### src/rtl/spi_sensor_target.sv
// SPI mode-0 target with a 16x8 register file; optional SPI_TARGET_SYNC_EN adds a 2-flop input synchroniser.
// Latency: commit and MISO update 2 clk after an SCLK edge at the pins (4 clk with SPI_TARGET_SYNC_EN).
// Backpressure: none; the initiator owns SCLK pacing (>= 2 clk per SCLK, >= 8 clk with the synchroniser).
module spi_sensor_target (
    input  logic        clk,
    input  logic        reset,
    input  logic        spi_sensor_clk,
    input  logic        spi_sensor_cs_n,
    input  logic        spi_sensor_mosi,
    output logic        spi_sensor_miso,
    input  logic [15:0] sensor_data,
    output logic        reg_wr_valid,
    output logic [3:0]  reg_wr_addr,
    output logic [7:0]  reg_wr_data,
    output logic        busy
);
    localparam logic [7:0] DEVICE_ID = 8'hA5;

    typedef enum logic [1:0] {IDLE, ADDR, WR, RD} state_t;

    logic sclk_in, cs_in, mosi_in;

`ifdef SPI_TARGET_SYNC_EN
    logic [1:0] sclk_sync, cs_sync, mosi_sync;

    // Chip-select stages reset low so a frame already running at reset release never looks like a new start.
    always_ff @(posedge clk) begin
        if (reset) begin
            sclk_sync <= 2'b00;
            cs_sync   <= 2'b00;
            mosi_sync <= 2'b00;
        end else begin
            sclk_sync <= {sclk_sync[0], spi_sensor_clk};
            cs_sync   <= {cs_sync[0], spi_sensor_cs_n};
            mosi_sync <= {mosi_sync[0], spi_sensor_mosi};
        end
    end

    assign sclk_in = sclk_sync[1];
    assign cs_in   = cs_sync[1];
    assign mosi_in = mosi_sync[1];
`else
    assign sclk_in = spi_sensor_clk;
    assign cs_in   = spi_sensor_cs_n;
    assign mosi_in = spi_sensor_mosi;
`endif

    state_t      state;
    logic        sclk_q, sclk_qq, cs_q, cs_qq, mosi_q;
    logic [2:0]  bit_cnt;
    logic [6:0]  rx_sh;
    logic [7:0]  tx_sh;
    logic [3:0]  ptr;
    logic [15:0] snap;
    logic [7:0]  regs [16];

    logic       rise, fall, cs_fall, cs_rise, byte_done;
    logic [7:0] rx_byte;

    assign rise      = sclk_q & ~sclk_qq;
    assign fall      = ~sclk_q & sclk_qq;
    assign cs_fall   = ~cs_q & cs_qq;
    assign cs_rise   = cs_q & ~cs_qq;
    assign rx_byte   = {rx_sh, mosi_q};
    assign byte_done = rise && (bit_cnt == 3'd7) && (state != IDLE);

    function automatic logic [7:0] read_reg(input logic [3:0] idx);
        case (idx)
            4'h0:    read_reg = DEVICE_ID;
            4'h1:    read_reg = snap[15:8];
            4'h2:    read_reg = snap[7:0];
            default: read_reg = regs[idx];
        endcase
    endfunction

    always_ff @(posedge clk) begin
        if (reset) begin
            state           <= IDLE;
            sclk_q          <= 1'b0;
            sclk_qq         <= 1'b0;
            cs_q            <= 1'b0;
            cs_qq           <= 1'b0;
            mosi_q          <= 1'b0;
            bit_cnt         <= 3'd0;
            rx_sh           <= 7'd0;
            tx_sh           <= 8'd0;
            ptr             <= 4'd0;
            snap            <= 16'd0;
            spi_sensor_miso <= 1'b0;
            reg_wr_valid    <= 1'b0;
            reg_wr_addr     <= 4'd0;
            reg_wr_data     <= 8'd0;
            busy            <= 1'b0;
            for (int i = 0; i < 16; i++) regs[i] <= 8'h00;
        end else begin
            sclk_q       <= sclk_in;
            sclk_qq      <= sclk_q;
            cs_q         <= cs_in;
            cs_qq        <= cs_q;
            mosi_q       <= mosi_in;
            busy         <= ~cs_in;
            reg_wr_valid <= 1'b0;

            if (cs_rise) begin
                state           <= IDLE;
                bit_cnt         <= 3'd0;
                spi_sensor_miso <= 1'b0;
            end else if (cs_fall) begin
                // Any SCLK rise in this cycle is deliberately dropped: frame start only.
                state           <= ADDR;
                bit_cnt         <= 3'd0;
                snap            <= sensor_data;
                spi_sensor_miso <= 1'b0;
            end else begin
                if (rise && state != IDLE) begin
                    rx_sh   <= rx_byte[6:0];
                    bit_cnt <= bit_cnt + 3'd1;
                end

                if (byte_done) begin
                    case (state)
                        ADDR: begin
                            if (rx_byte[7]) begin
                                state <= RD;
                                tx_sh <= read_reg(rx_byte[3:0]);
                                ptr   <= rx_byte[3:0] + 4'd1;
                            end else begin
                                state <= WR;
                                ptr   <= rx_byte[3:0];
                            end
                        end
                        WR: begin
                            reg_wr_valid <= 1'b1;
                            reg_wr_addr  <= ptr;
                            reg_wr_data  <= rx_byte;
                            if (ptr > 4'd2) regs[ptr] <= rx_byte;
                            ptr <= ptr + 4'd1;
                        end
                        RD: begin
                            tx_sh <= read_reg(ptr);
                            ptr   <= ptr + 4'd1;
                        end
                        default: state <= IDLE;
                    endcase
                end

                if (fall) begin
                    if (state == RD) begin
                        spi_sensor_miso <= tx_sh[7];
                        tx_sh           <= {tx_sh[6:0], 1'b0};
                    end else begin
                        spi_sensor_miso <= 1'b0;
                    end
                end
            end
        end
    end
endmodule

### config.mk
export PLATFORM = sky130hd
export DESIGN_NAME = spi_sensor_target
export DESIGN_NICKNAME = d
export VERILOG_FILES = /design/src/rtl/spi_sensor_target.sv
export SDC_FILE = /design/constraint.sdc
export NUM_CORES = 1
export LEC_CHECK = 0
export CORE_MARGIN = 2
export CORE_UTILIZATION = 64
export CTS_BUF_LIST = sky130_fd_sc_hd__clkbuf_4 sky130_fd_sc_hd__clkbuf_8
export CTS_CLUSTER_DIAMETER = 60
export DETAILED_ROUTE_END_ITERATION = 10
export PLACE_DENSITY = 0.87
export SLEW_MARGIN = 20
export SYNTH_ARGS = -nofsm -noshare
export SYNTH_HDL_FRONTEND = slang
export SYNTH_SLANG_ARGS = --single-unit
### constraint.sdc
create_clock -name clk -period 3.6 [get_ports clk]
set_input_delay 0.72 -clock clk [delete_from_list [all_inputs] [get_ports clk]]
set_output_delay 0.72 -clock clk [all_outputs]
set_load 0.005 [all_outputs]
Word-level counts from Yosys, hierarchy flattened
Memory sizes are Yosys's and may differ from the RTL's. A register that Yosys moved wholly into a read port is not among the register bits.
Index checks and enable logic that the tools add are counted.
- add/subtract/negate cells: 3
- order comparisons: 1
- equal/unequal tests: 9
- muxes and demuxes: 29
- bitwise operators: 13
- reductions and logical operators: 20
- operator list (operator ; number):
    $pmux 8 s3 ; 2
    $mux 8 ; 5
    $mux 4 ; 4
    $pmux 8 s2 ; 1
    $mux 1 ; 15
    $not 1->1 ; 9
    $add 4x1->4 const B ; 2
    $eq 4x1->1 const B ; 2
    $eq 4x2->1 const B ; 2
    $logic_not 4->1 ; 2
    $pmux 4 s2 ; 1
    $reduce_and 2->1 ; 4
    $reduce_and 4->1 ; 2
    $reduce_or 8->1 ; 1
    $reduce_bool 2->1 ; 3
    $and 1x1->1 ; 4
    $eq 2x2->1 const B ; 2
    $gt 4x2->1 const B ; 1
    $pmux 2 s2 ; 1
    $reduce_or 2->1 ; 2
    $reduce_or 4->1 ; 1
    $add 3x1->3 const B ; 1
    $eq 3x3->1 const B ; 1
    $logic_and 1x1->1 ; 3
    4 further kinds ; 4
- flip-flop bits (word level): 60
- RAM bits: 128
- input port bits: 21
- output and inout port bits: 15
- logic and storage cells: 93
- memories kept: 1
- memories (memory ; depth ; bits a word ; read ports ; clocked after memory_dff ; wr ports ; line ; RTL):
    regs ; 16 ; 8 ; 2 ; 1 ; 16 ; 55 ; logic [7:0] regs [16];

Depth between registers and ports, before layout
Gate-level depths: netlist of the first run.
- depth in word-level cells: 11
- gate-level depth with buffers: 13
- mapped depth without buffers: 8

Worst setup path after synthesis of the first run
Ideal clock, no wire load.
- path type: register -> register
- start point: reg mosi_q
- end point: reg tx_sh[1]
- setup time: 0.080 ns
- arrival time: 2.849 ns
- slack: 0.671 ns
- stages on the path, launching flop included: 14
- buffers on the path: 5
- period minus slack after synthesis: 2.929 ns
- cells stage by stage: dfxtp_1 -> buf_4 -> buf_2 -> buf_2 -> clkinv_1 -> buf_1 -> ha_1 -> clkbuf_1 -> nor3_1 -> o21ai_0 -> o221ai_1 -> a21oi_1 -> o221ai_1 -> nor3b_1
- longest elaborated chain between the ends: 7
- ends and longest elaborated chain (what ; line ; RTL):
    from (decl) ; 49 ; logic sclk_q, sclk_qq, cs_q, cs_qq, mosi_q;
    from (signal assigned) ; 100 ; mosi_q <= mosi_in;
    $mem_v2 16x8, or another cell as far along ; n/a ;
    $pmux 8 s3 * ; 68 ; case (idx)
    $mux 8 * ; 123 ; if (rx_byte[7]) begin
    $pmux 8 s2 * ; 121 ; case (state)
    $mux 8 * ; 120 ; if (byte_done) begin
    $mux 8 ; 148 ; if (state == RD) begin
    $mux 8 * ; 147 ; if (fall) begin
    to (signal assigned) ; 125 ; tx_sh <= read_reg(rx_byte[3:0]);
    to (signal assigned) ; 140 ; tx_sh <= read_reg(ptr);
    to (signal assigned) ; 150 ; tx_sh <= {tx_sh[6:0], 1'b0};
    to (decl) ; 52 ; logic [7:0] tx_sh;
Mark *: on every way between the ends. The rest lies on a longest branch, timed or not.
A chain may end at the register's enable or synchronous reset.

==> flow_summary.json, run 1 <==
{
  "finalCritPeriodShare_pct": 82.5,
  "drt.antenna.violating_nets": 0,
  "seqCellArea_sq_um": 5130,
  "clkSlewWorstSetupHoldPaths_ns": 0.09,
  "worst_skew_pair.late_latency_ns": 0.48,
  "synth_edf_count": 128,
  "track_usage_pct": 34.4,
  "synthSimpleGateAreaFrac_pct": 18.1,
  "postSynth.topFlopCell": "sky130_fd_sc_hd__edfxtp_1",
  "max_freq_mhz": 337,
  "rows": 45,
  "yosys.cell_types.count": 58,
  "end_kind": "flip-flop",
  "critical_path.startpoint_type": "flip-flop",
  "seq_power_share_pct": 58.1,
  "drv.max_cap_violation_count": 0,
  "die_height_um": 130,
  "global_route.overflow_total": 0,
  "slew-limit-headroom_pct": 31.9,
  "synth-compound-area-share_pct": 6.72,
  "yosys.area.top_type": "sky130_fd_sc_hd__edfxtp_1",
  "totalPowerFinal_mw": 4.24,
  "setup_violations": 0,
  "synth_xor_area_share_pct": 0.346,
  "finalWirelength_mm": 27.4,
  "clockRootBuffer": "sky130_fd_sc_hd__clkbuf_8",
  "post-synth-top-count-cell": "sky130_fd_sc_hd__edfxtp_1",
  "cell_internal_pwr_mw": 3.23,
  "power_switching_mw": 1.01,
  "outcome": "finished, final reports clean",
  "yosys_register_bits": 192,
  "cts_hold_buf": 0,
  "syn_to_final_growth_pct": 8.36,
  "cts_num_sinks": 192,
  "finish.utilization_pct": 71.7,
  "power_per_cell_area_nw_per_um2": 386,
  "main_combinational_cell_family_by_area_after_synthesis": "multiplexers",
  "worst_slew_pin_slew_ns": 1.02,
  "synthAdderAreaFrac_pct": 1.48,
  "final.fill_count": 1061,
  "finalSetupTns_ns": 0,
  "yosys-top-cells-area": "sky130_fd_sc_hd__edfxtp_1 (38%), sky130_fd_sc_hd__mux4_2 (14%), sky130_fd_sc_hd__dfxtp_1 (13%)",
  "critical-path-slowest-cell": "sky130_fd_sc_hd__nor4_4",
  "numCtsBuffers": 17,
  "postCtsSetupRepairBufs": 0,
  "timing_hold_violations_final": 0,
  "share_of_final_layout_standard_cells_stronger_than_drive_strength_1_pct": 18.5,
  "synth.yosys.seq_area_share_pct": 50.6,
  "max-vdd-ir-drop_uv": 421,
  "area_of_the_core_sq_um": 15300,
  "routabilityCongestion": 1.03,
  "vias": 7263,
  "critPathMaxFanout": 16,
  "fp.dieW_um": 130,
  "area_after_dpl_sq_um": 10500,
  "cpLargestDelayFamily": "simple AND/OR/NAND/NOR gates",
  "yosysWarnings": 0,
  "detailedRoute.firstPassIterationCount": 7,
  "netlist_area_sq_um": 10100,
  "max_clock_buf_depth": 2,
  "synth-async-reset-ratio_pct": 0,
  "period_minus_slack_ns": 2.97,
  "netlist.area_leader.share_pct": 37.9,
  "critical_path_cell_count": 7,
  "final_max_slew_viol_count": 0,
  "critPathRequiredTime_ns": 3.75,
  "h-tree-depth": 4,
  "final_design_area_no_fill_sq_um": 11000,
  "drt-initial-drc-count": 853,
  "post-dp-hpwl_mm": 19.0,
  "holdWs_ns": 0.487,
  "avgRoutedWirePerCell_um": 25.5,
  "post_cts_resize_count": 0,
  "power_switching_share_pct": 23.8,
  "netlist_instances": 845,
  "nets": 885,
  "antenna_cells_inserted": 0,
  "pwr-share-clk_pct": 36.3,
  "grt_first_pass_wirelength_mm": 42.0,
  "timing.clock.skew_ns": 0.0141,
  "p_leak_nw": 3.68,
  "io_buffer_count": 35,
  "via_count_of_the_first_global_routing_pass": 7147,
  "rr_worst_depth": 7,
  "synth.mux.area_fraction_pct": 18.9,
  "rsz_0062_raised_after_global_routing": "no",
  "p_comb_share_pct": 5.5,
  "fp.dieArea_sq_um": 16900,
  "cts_tree": "yes",
  "grt_max_degree": 80,
  "hold_depth": 2,
  "timing.critical_path.buf_inv": 1,
  "timing.hold.worst.class": "reg2reg",
  "detail_route.vias_per_cell": 6.75,
  "crit_arrival_ns": 3.12,
  "effective_utilization_at_floorplan_pct": 66.2,
  "antenna_violations_before_repair": 0,
  "multi_input_area_sq_um": 4640,
  "netlist_top_cells_count": "sky130_fd_sc_hd__edfxtp_1 (128), sky130_fd_sc_hd__nor2_1 (91), sky130_fd_sc_hd__and2_1 (75)",
  "crit_path_max_incr_delay_ns": 0.63,
  "startpoint_to_endpoint_class_of_the_critical_path": "reg2reg",
  "timing.critical_path.cells": "inv_1 -> ha_1 -> or3_1 -> nor4_4 -> nand2_4 -> nor2_2 -> or2_1",
  "syn_avg_cell_area_sq_um": 12.0,
  "remaining_drc_errors": 0,
  "ios": 36
}
[flip-flops by register name, summed over array words and instances, names as in the netlist, 3 cells and up, named ones only]
signal and flops:
tx_sh 8, reg_wr_data 8, snap 16, rx_sh 7
ptr 4, bit_cnt 3, regs 128, reg_wr_addr 4
[worst reg2reg max path: cells and delay by family, from the launching register on]
kind          cells  cell delay [ns]
simple gates      5             2.04
flops             1             0.35
fa+ha+maj         1             0.20
buf+inv           1             0.06
[final cells by class]
| type | instances | share of cell area [%] |
|---|---|---|
| inverters | 9 | 0.308 |
| clock buffers | 17 | 2.13 |
| well taps | 211 | 2.40 |
| repair buffers | 53 | 4.38 |
| flip-flops and latches | 192 | 46.7 |
| clock inverters | 15 | 1.79 |
| multi-input cells | 579 | 42.3 |
[cells by family (layout without fill, tap and decap cells)]
logic type               count (synthesis)  in the layout
buffers and inverters                   81             94
flip-flops                             192            192
adder cells (fa/ha/maj)                 12             12
AND/OR/NAND/NOR                        340            340
AO/OA/AOI/OAI                          101            101
other                                    1              8
XOR/XNOR                                 4              4
multiplexers                           114            114
[final timing paths]
path	startpoint	end	slack, ns
hold / removal	cs_q	cs_qq	0.49
setup / recovery	cs_q	regs[15][3]	0.63
hold reg to reg	cs_q	cs_qq	0.49
setup reg to reg	cs_q	regs[15][3]	0.63
[stage by stage]
stage	worst slack, ns	instances
floorplan	0.671	852
global placement	0.617	1044
detailed placement	0.535	1044
CTS	0.646	1076
global route	0.505	1076
finish	0.629	1076
[placed cells by master (no fill, tap or decap), types with 6 or more instances in the layout]
cell / instances
sky130_fd_sc_hd__edfxtp_1: 128
sky130_fd_sc_hd__nor2_1: 91
sky130_fd_sc_hd__and2_1: 75
sky130_fd_sc_hd__dfxtp_1: 62
sky130_fd_sc_hd__mux4_2: 61
sky130_fd_sc_hd__nor3_1: 49
sky130_fd_sc_hd__mux2i_1: 48
sky130_fd_sc_hd__clkdlybuf4s50_1: 34
sky130_fd_sc_hd__nand2_1: 28
sky130_fd_sc_hd__a21oi_1: 26
sky130_fd_sc_hd__o21ai_0: 18
sky130_fd_sc_hd__buf_4: 18
sky130_fd_sc_hd__clkbuf_8: 17
sky130_fd_sc_hd__or2_2: 16
sky130_fd_sc_hd__nand3_1: 13
sky130_fd_sc_hd__nor2_2: 12
sky130_fd_sc_hd__nor2b_1: 12
sky130_fd_sc_hd__ha_1: 12
sky130_fd_sc_hd__a22oi_1: 9
sky130_fd_sc_hd__inv_1: 8
sky130_fd_sc_hd__conb_1: 8
sky130_fd_sc_hd__o22ai_1: 7
sky130_fd_sc_hd__a221oi_1: 7
sky130_fd_sc_hd__nor3b_1: 7
sky130_fd_sc_hd__a211oi_1: 7
sky130_fd_sc_hd__nor3_2: 7
sky130_fd_sc_hd__or3_1: 6
sky130_fd_sc_hd__nand4_1: 6
sky130_fd_sc_hd__o221ai_1: 6
[power by group through the flow]
stage / clock network (mW) / registers, mW / logic, mW
floorplan: 0 / 2.48 / 0.171
global placement: 0 / 2.51 / 0.224
detailed placement: 0 / 2.51 / 0.230
CTS: 1.55 / 2.46 / 0.232
global route: 1.63 / 2.47 / 0.251
finish: 1.54 / 2.47 / 0.234
[routing by layer]
layer	GRT usage, %	part of all wire [%]	vias up
met1	43.9	37	3533
met2	55.6	48	495
met4	16.0	4.5	0
met5	0	0	-
met3	9.06	11	89
li1	-	-	3146
Note: power is estimated with default switching activity, not from simulation.
==> run 2: changes to the inputs <==
==> constraint.sdc (replaced) <==
create_clock -name clk -period 2.85 [get_ports clk]
set_input_delay 0.57 -clock clk [delete_from_list [all_inputs] [get_ports clk]]
set_output_delay 0.57 -clock clk [all_outputs]
set_load 0.005 [all_outputs]
==> run 2 against run 1 <==
  * Clock skew increased by 0.0067 ns
  * Combinational power increased by 30%
  * Clock power up 19%
  * Sequential share of layout area fell by 0.53 points
  * Clock-buffer cell count is the same
  * Largest cell class unchanged
  * Largest power group unchanged
==> flow_summary.json, run 2 (synthesized netlist as in run 1, its figures left out) <==
{
  "timing.critical_path.buf_inv": 2,
  "hold_depth": 2,
  "routed.top_layer": "met4",
  "nets": 899,
  "max-vdd-ir-drop_uv": 536,
  "syn_to_final_growth_pct": 9.61,
  "h-tree-depth": 4,
  "worst_skew_pair.late_latency_ns": 0.48,
  "track_usage_pct": 33.7,
  "layout.cells.most_common_list": "sky130_fd_sc_hd__edfxtp_1 (128), sky130_fd_sc_hd__nor2_1 (91), sky130_fd_sc_hd__and2_1 (75)",
  "avgRoutedWirePerCell_um": 25.1,
  "fp.dieArea_sq_um": 16900,
  "post-dp-hpwl_mm": 19.6,
  "worstReg2RegEnd": "regs[15][0]",
  "die_height_um": 130,
  "rr_worst_depth": 8,
  "p_comb_share_pct": 5.8,
  "period_minus_slack_ns": 2.62,
  "finalCritPeriodShare_pct": 91.8,
  "outcome": "finished, final reports clean",
  "drt-initial-drc-count": 875,
  "cell_internal_pwr_mw": 3.94,
  "grt_max_degree": 80,
  "min_to": "reg_wr_addr[0]",
  "area_of_the_core_sq_um": 15300,
  "io_buffer_count": 35,
  "m1_wire_length_mm": 10.2,
  "slew-limit-headroom_pct": 32.7,
  "power_per_cell_area_nw_per_um2": 473,
  "rsz_0062_raised_after_global_routing": "no",
  "fp.dieW_um": 130,
  "layout.cells.most_common": "sky130_fd_sc_hd__edfxtp_1",
  "detailroute.wirelength.met3_mm": 2.87,
  "detailedRoute.firstPassIterationCount": 5,
  "postCtsSetupRepairBufs": 0,
  "cts_hold_buf": 0,
  "clockRootBuffer": "sky130_fd_sc_hd__clkbuf_8",
  "ff2ff_setup_slack_ns": 0.23,
  "seq_power_share_pct": 59.3,
  "critical_path.startpoint_type": "flip-flop",
  "critical-path-slowest-cell": "sky130_fd_sc_hd__or3_1",
  "largest_reg_flops": 128,
  "detail_route.vias_per_cell": 6.72,
  "remaining_drc_errors": 0,
  "critPathRequiredTime_ns": 3.01,
  "timing.clock.skew_ns": 0.0208,
  "effective_utilization_at_floorplan_pct": 66.2,
  "worst_slew_pin_slew_ns": 1.01,
  "p_leak_nw": 3.76,
  "final_max_slew_viol_count": 0,
  "max_clock_buf_depth": 2,
  "numCtsBuffers": 17,
  "reg.largest.list": "regs: 128 flops, snap: 16 flops",
  "ios": 36,
  "grt_first_pass_wirelength_mm": 41.0,
  "power_switching_mw": 1.32,
  "antenna_cells_inserted": 0,
  "power_switching_share_pct": 25.0,
  "critical_path.reg2reg.startpoint": "cs_q",
  "pwr-share-clk_pct": 34.9,
  "area_after_dpl_sq_um": 10700,
  "finalSetupTns_ns": 0,
  "startpoint_to_endpoint_class_of_the_critical_path": "reg2reg",
  "cts_num_sinks": 192,
  "timing.critical_path.cells": "inv_1 -> ha_1 -> or3_1 -> nor4_4 -> buf_4 -> nand2_4 -> nor2_2 -> or2_1",
  "vias": 7330,
  "max_flop_register": "regs",
  "via_count_of_the_first_global_routing_pass": 6977,
  "drt.antenna.violating_nets": 0,
  "crit_arrival_ns": 2.78,
  "timing_hold_violations_final": 0,
  "critical_path_cell_count": 8,
  "drv.max_cap_violation_count": 0,
  "met2RoutedLength_mm": 13.1,
  "post_cts_resize_count": 0,
  "crit_path_max_incr_delay_ns": 0.46,
  "totalPowerFinal_mw": 5.26,
  "finalWirelength_mm": 27.3,
  "hp-start": "reg_wr_addr[0]",
  "routabilityCongestion": 0.969,
  "cts_tree": "yes",
  "critPathMaxFanout": 16,
  "share_of_final_layout_standard_cells_stronger_than_drive_strength_1_pct": 19.8,
  "setup_violations": 0,
  "clkSlewWorstSetupHoldPaths_ns": 0.11,
  "final_design_area_no_fill_sq_um": 11100,
  "end_kind": "flip-flop",
  "cpLargestDelayFamily": "simple AND/OR/NAND/NOR gates",
  "antenna_violations_before_repair": 0,
  "max_freq_mhz": 382,
  "global_route.overflow_total": 0,
  "timing.hold.worst.class": "reg2reg",
  "rows": 45,
  "setup.worst_path.start": "cs_q"
}
run 2: changes by cell type in the layout (fill, tap and decap cells not counted):
| cell | delta |
|---|---|
| sky130_fd_sc_hd__buf_4 | +11 |
| sky130_fd_sc_hd__clkinv_4 | -2 |
| sky130_fd_sc_hd__inv_8 | +1 |
| sky130_fd_sc_hd__inv_12 | +1 |
| sky130_fd_sc_hd__inv_6 | +1 |
| sky130_fd_sc_hd__buf_12 | +3 |
| sky130_fd_sc_hd__bufinv_16 | -2 |
| sky130_fd_sc_hd__clkinv_8 | +2 |
| sky130_fd_sc_hd__clkinvlp_4 | -1 |
run 2: stage by stage:
| step | std cells | setup WS, ns | hold WS, ns | utilization, % |
|---|---|---|---|---|
| 6_report | 1090 | 0.234 | 0.502 | 72.5 |
| 5_1_grt | 1090 | 0.124 | 0.527 | 72.5 |
| 4_1_cts | 1090 | 0.238 | 0.502 | 72.5 |
| 3_5_place_dp | 1058 | 0.250 | 0.478 | 69.8 |
| 3_3_place_gp | 1058 | 0.310 | 0.459 | 69.8 |
| 2_1_floorplan | 852 | 0.00360 | 0.441 | - |
run 2: how the worst max path moves through the flow:
stage / endpoint / slack, ns
2_1_floorplan: tx_sh[1] / 0.004
3_3_place_gp: regs[15][0] / 0.31
3_5_place_dp: regs[15][6] / 0.25
5_1_grt: regs[15][2] / 0.12
4_1_cts: regs[15][6] / 0.24
6_report: regs[15][0] / 0.23
run 2: layout make-up:
class	count	area, sq um
sequential	192	5130
multi-input combinational	579	4640
clock inverter	15	180
timing repair buffer	67	623
inverter	9	33.8
fill	1051	4210
tap	211	264
clock buffer	17	234
run 2: worst register-to-register path: stages, from the launching register on:
cell                      delay, ns
sky130_fd_sc_hd__dfxtp_1       0.35
sky130_fd_sc_hd__inv_1         0.07
sky130_fd_sc_hd__ha_1          0.20
sky130_fd_sc_hd__or3_1         0.46
sky130_fd_sc_hd__nor4_4        0.31
sky130_fd_sc_hd__buf_4         0.21
sky130_fd_sc_hd__nand2_4       0.18
sky130_fd_sc_hd__nor2_2        0.22
sky130_fd_sc_hd__or2_1         0.32
run 2: power by group through the flow:
stage,registers (mW),clock network (mW),logic [mW]
floorplan,3.13,0,0.216
global placement,3.17,0,0.289
detailed placement,3.18,0,0.297
CTS,3.11,1.85,0.300
global route,3.12,1.96,0.323
finish,3.12,1.83,0.304
run 2: routing by layer:
metal  GRT usage [%]  up-vias
met3            8.32       89
li1                -     3187
met5               0        -
met2            54.3      452
met4            15.2        0
met1            43.8     3602
==> run 3: changes to the inputs <==
--- a/config.mk
+++ b/config.mk
@@ -5,6 +5,8 @@
 export SDC_FILE = /design/constraint.sdc
 export NUM_CORES = 1
 export LEC_CHECK = 0
+export CAP_MARGIN = 30
+export CORE_ASPECT_RATIO = 1.25
 export CORE_MARGIN = 2
 export CORE_UTILIZATION = 64
 export CTS_BUF_LIST = sky130_fd_sc_hd__clkbuf_4 sky130_fd_sc_hd__clkbuf_8
==> run 3 against run 2 <==
  * Sequential share of layout area fell by 0.15 points
  * Sequential power barely moved
  * Via count rose by 1.8%
  * Clock-buffer cell count rose by 4
  * Clock power rose by 5%
  * Largest cell class unchanged
==> flow_summary.json, run 3 (synthesized netlist as in run 1, its figures left out) <==
{
  "rows": 51,
  "max_clock_buf_depth": 2,
  "finalCritPeriodShare_pct": 91.9,
  "finish.utilization_pct": 71.8,
  "io_buffer_count": 35,
  "outcome": "finished, final reports clean",
  "drt-initial-drc-count": 1204,
  "drt.antenna.violating_nets": 0,
  "worst_skew_pair.late_latency_ns": 0.48,
  "grt_max_degree": 80,
  "critical_path.startpoint_type": "flip-flop",
  "area_of_the_core_sq_um": 15500,
  "track_usage_pct": 34.4,
  "detail_route.vias_per_cell": 6.84,
  "post-dp-hpwl_mm": 19.9,
  "clockRootBuffer": "sky130_fd_sc_hd__clkbuf_8",
  "cts_num_sinks": 192,
  "clkSlewWorstSetupHoldPaths_ns": 0.10,
  "postCtsSetupRepairBufs": 0,
  "nets": 899,
  "global_route.overflow_total": 0,
  "timing.hold.worst.class": "reg2reg",
  "layout.cells.most_common": "sky130_fd_sc_hd__edfxtp_1",
  "power_per_cell_area_nw_per_um2": 480,
  "critPathRequiredTime_ns": 3.00,
  "grt_first_pass_wirelength_mm": 41.9,
  "timing.critical_path.cells": "inv_1 -> ha_1 -> or3_1 -> nor4_4 -> buf_4 -> nand2_4 -> nor2_2 -> or2_1",
  "crit_arrival_ns": 2.77,
  "period_minus_slack_ns": 2.62,
  "antenna_cells_inserted": 0,
  "startpoint_to_endpoint_class_of_the_critical_path": "reg2reg",
  "end_kind": "flip-flop",
  "routabilityCongestion": 0.948,
  "finalWirelength_mm": 27.8,
  "rsz_0062_raised_after_global_routing": "no",
  "finalSetupTns_ns": 0,
  "critPathMaxFanout": 16,
  "met2RoutedLength_mm": 13.8,
  "avgRoutedWirePerCell_um": 25.5,
  "fp.dieArea_sq_um": 16900,
  "crit_path_max_incr_delay_ns": 0.45,
  "h-tree-depth": 4,
  "share_of_final_layout_standard_cells_stronger_than_drive_strength_1_pct": 19.8,
  "largest_reg_flops": 128,
  "max-vdd-ir-drop_uv": 378,
  "max_freq_mhz": 382,
  "timing_hold_violations_final": 0,
  "syn_to_final_growth_pct": 9.95,
  "effective_utilization_at_floorplan_pct": 65.3,
  "totalPowerFinal_mw": 5.35,
  "finish.cell_count_without_fillers": 1091,
  "via_count_of_the_first_global_routing_pass": 7337,
  "die_height_um": 145,
  "antenna_violations_before_repair": 0,
  "detailedRoute.firstPassIterationCount": 6,
  "vias": 7460,
  "cts_tree": "yes",
  "m1_wire_length_mm": 9.53,
  "fp.dieW_um": 117,
  "post_cts_resize_count": 0,
  "area_after_dpl_sq_um": 10700,
  "p_leak_nw": 3.78,
  "max_flop_register": "regs",
  "timing.clock.skew_ns": 0.0154,
  "slew-limit-headroom_pct": 36.5,
  "final_critical_path_setup_slack_ns": 0.230,
  "final.fill_count": 1040,
  "placed_cells_incl_taps": 1059,
  "detailroute.wirelength.met3_mm": 2.72,
  "reg.largest.list": "regs: 128 flops, snap: 16 flops",
  "remaining_drc_errors": 0,
  "drv.max_cap_violation_count": 0,
  "layout.cells.most_common_list": "sky130_fd_sc_hd__edfxtp_1 (128), sky130_fd_sc_hd__nor2_1 (91), sky130_fd_sc_hd__and2_1 (75)",
  "final_max_slew_viol_count": 0,
  "cpLargestDelayFamily": "simple AND/OR/NAND/NOR gates",
  "cts_hold_buf": 0,
  "ios": 36,
  "worst_slew_pin_slew_ns": 0.951,
  "final_design_area_no_fill_sq_um": 11100,
  "timing.critical_path.buf_inv": 2,
  "setup_violations": 0,
  "routed.top_layer": "met4",
  "critical-path-slowest-cell": "sky130_fd_sc_hd__or3_1",
  "holdWs_ns": 0.478,
  "pre_cts_setup_slack_ns": 0.246,
  "numCtsBuffers": 17
}
[run 3: layout make-up]
cell class	instances	area [sq um]	area share (%)
Multi-Input combinational cell	579	4640	41.7
Clock buffer	21	270	2.43
Clock inverter	11	153	1.37
Timing Repair Buffer	67	648	5.82
Inverter	9	33.8	0.303
Tap cell	212	265	2.38
Sequential cell	192	5130	46.0
[run 3: worst register-to-register path, delay by kind of cell (launching register included)]
kind / cells / cell delay (ns)
buf+inv: 2 / 0.26
flops: 1 / 0.35
fa+ha+maj: 1 / 0.20
simple gates: 5 / 1.49
[run 3: path summary, 6_finish.rpt]
kind | cells past startpoint | from | slack [ns] | to
setup / recovery | 8 | cs_q | 0.23 | regs[15][1]
hold reg to reg | 2 | cs_q | 0.48 | cs_qq
setup reg to reg | 8 | cs_q | 0.23 | regs[15][1]
hold / removal | 2 | cs_q | 0.48 | cs_qq
[run 3: routing by layer]
metal / track usage, % / vias up
li1: - / 3190
met2: 56.5 / 515
met1: 41.2 / 3620
met5: 0 / -
met4: 19.6 / 0
met3: 9.08 / 135
[run 3: power breakdown]
part | switching (mW) | internal [mW]
combinational | 0.155 | 0.146
clock | 0.999 | 0.936
sequential | 0.0707 | 3.04
total | 1.22 | 4.13
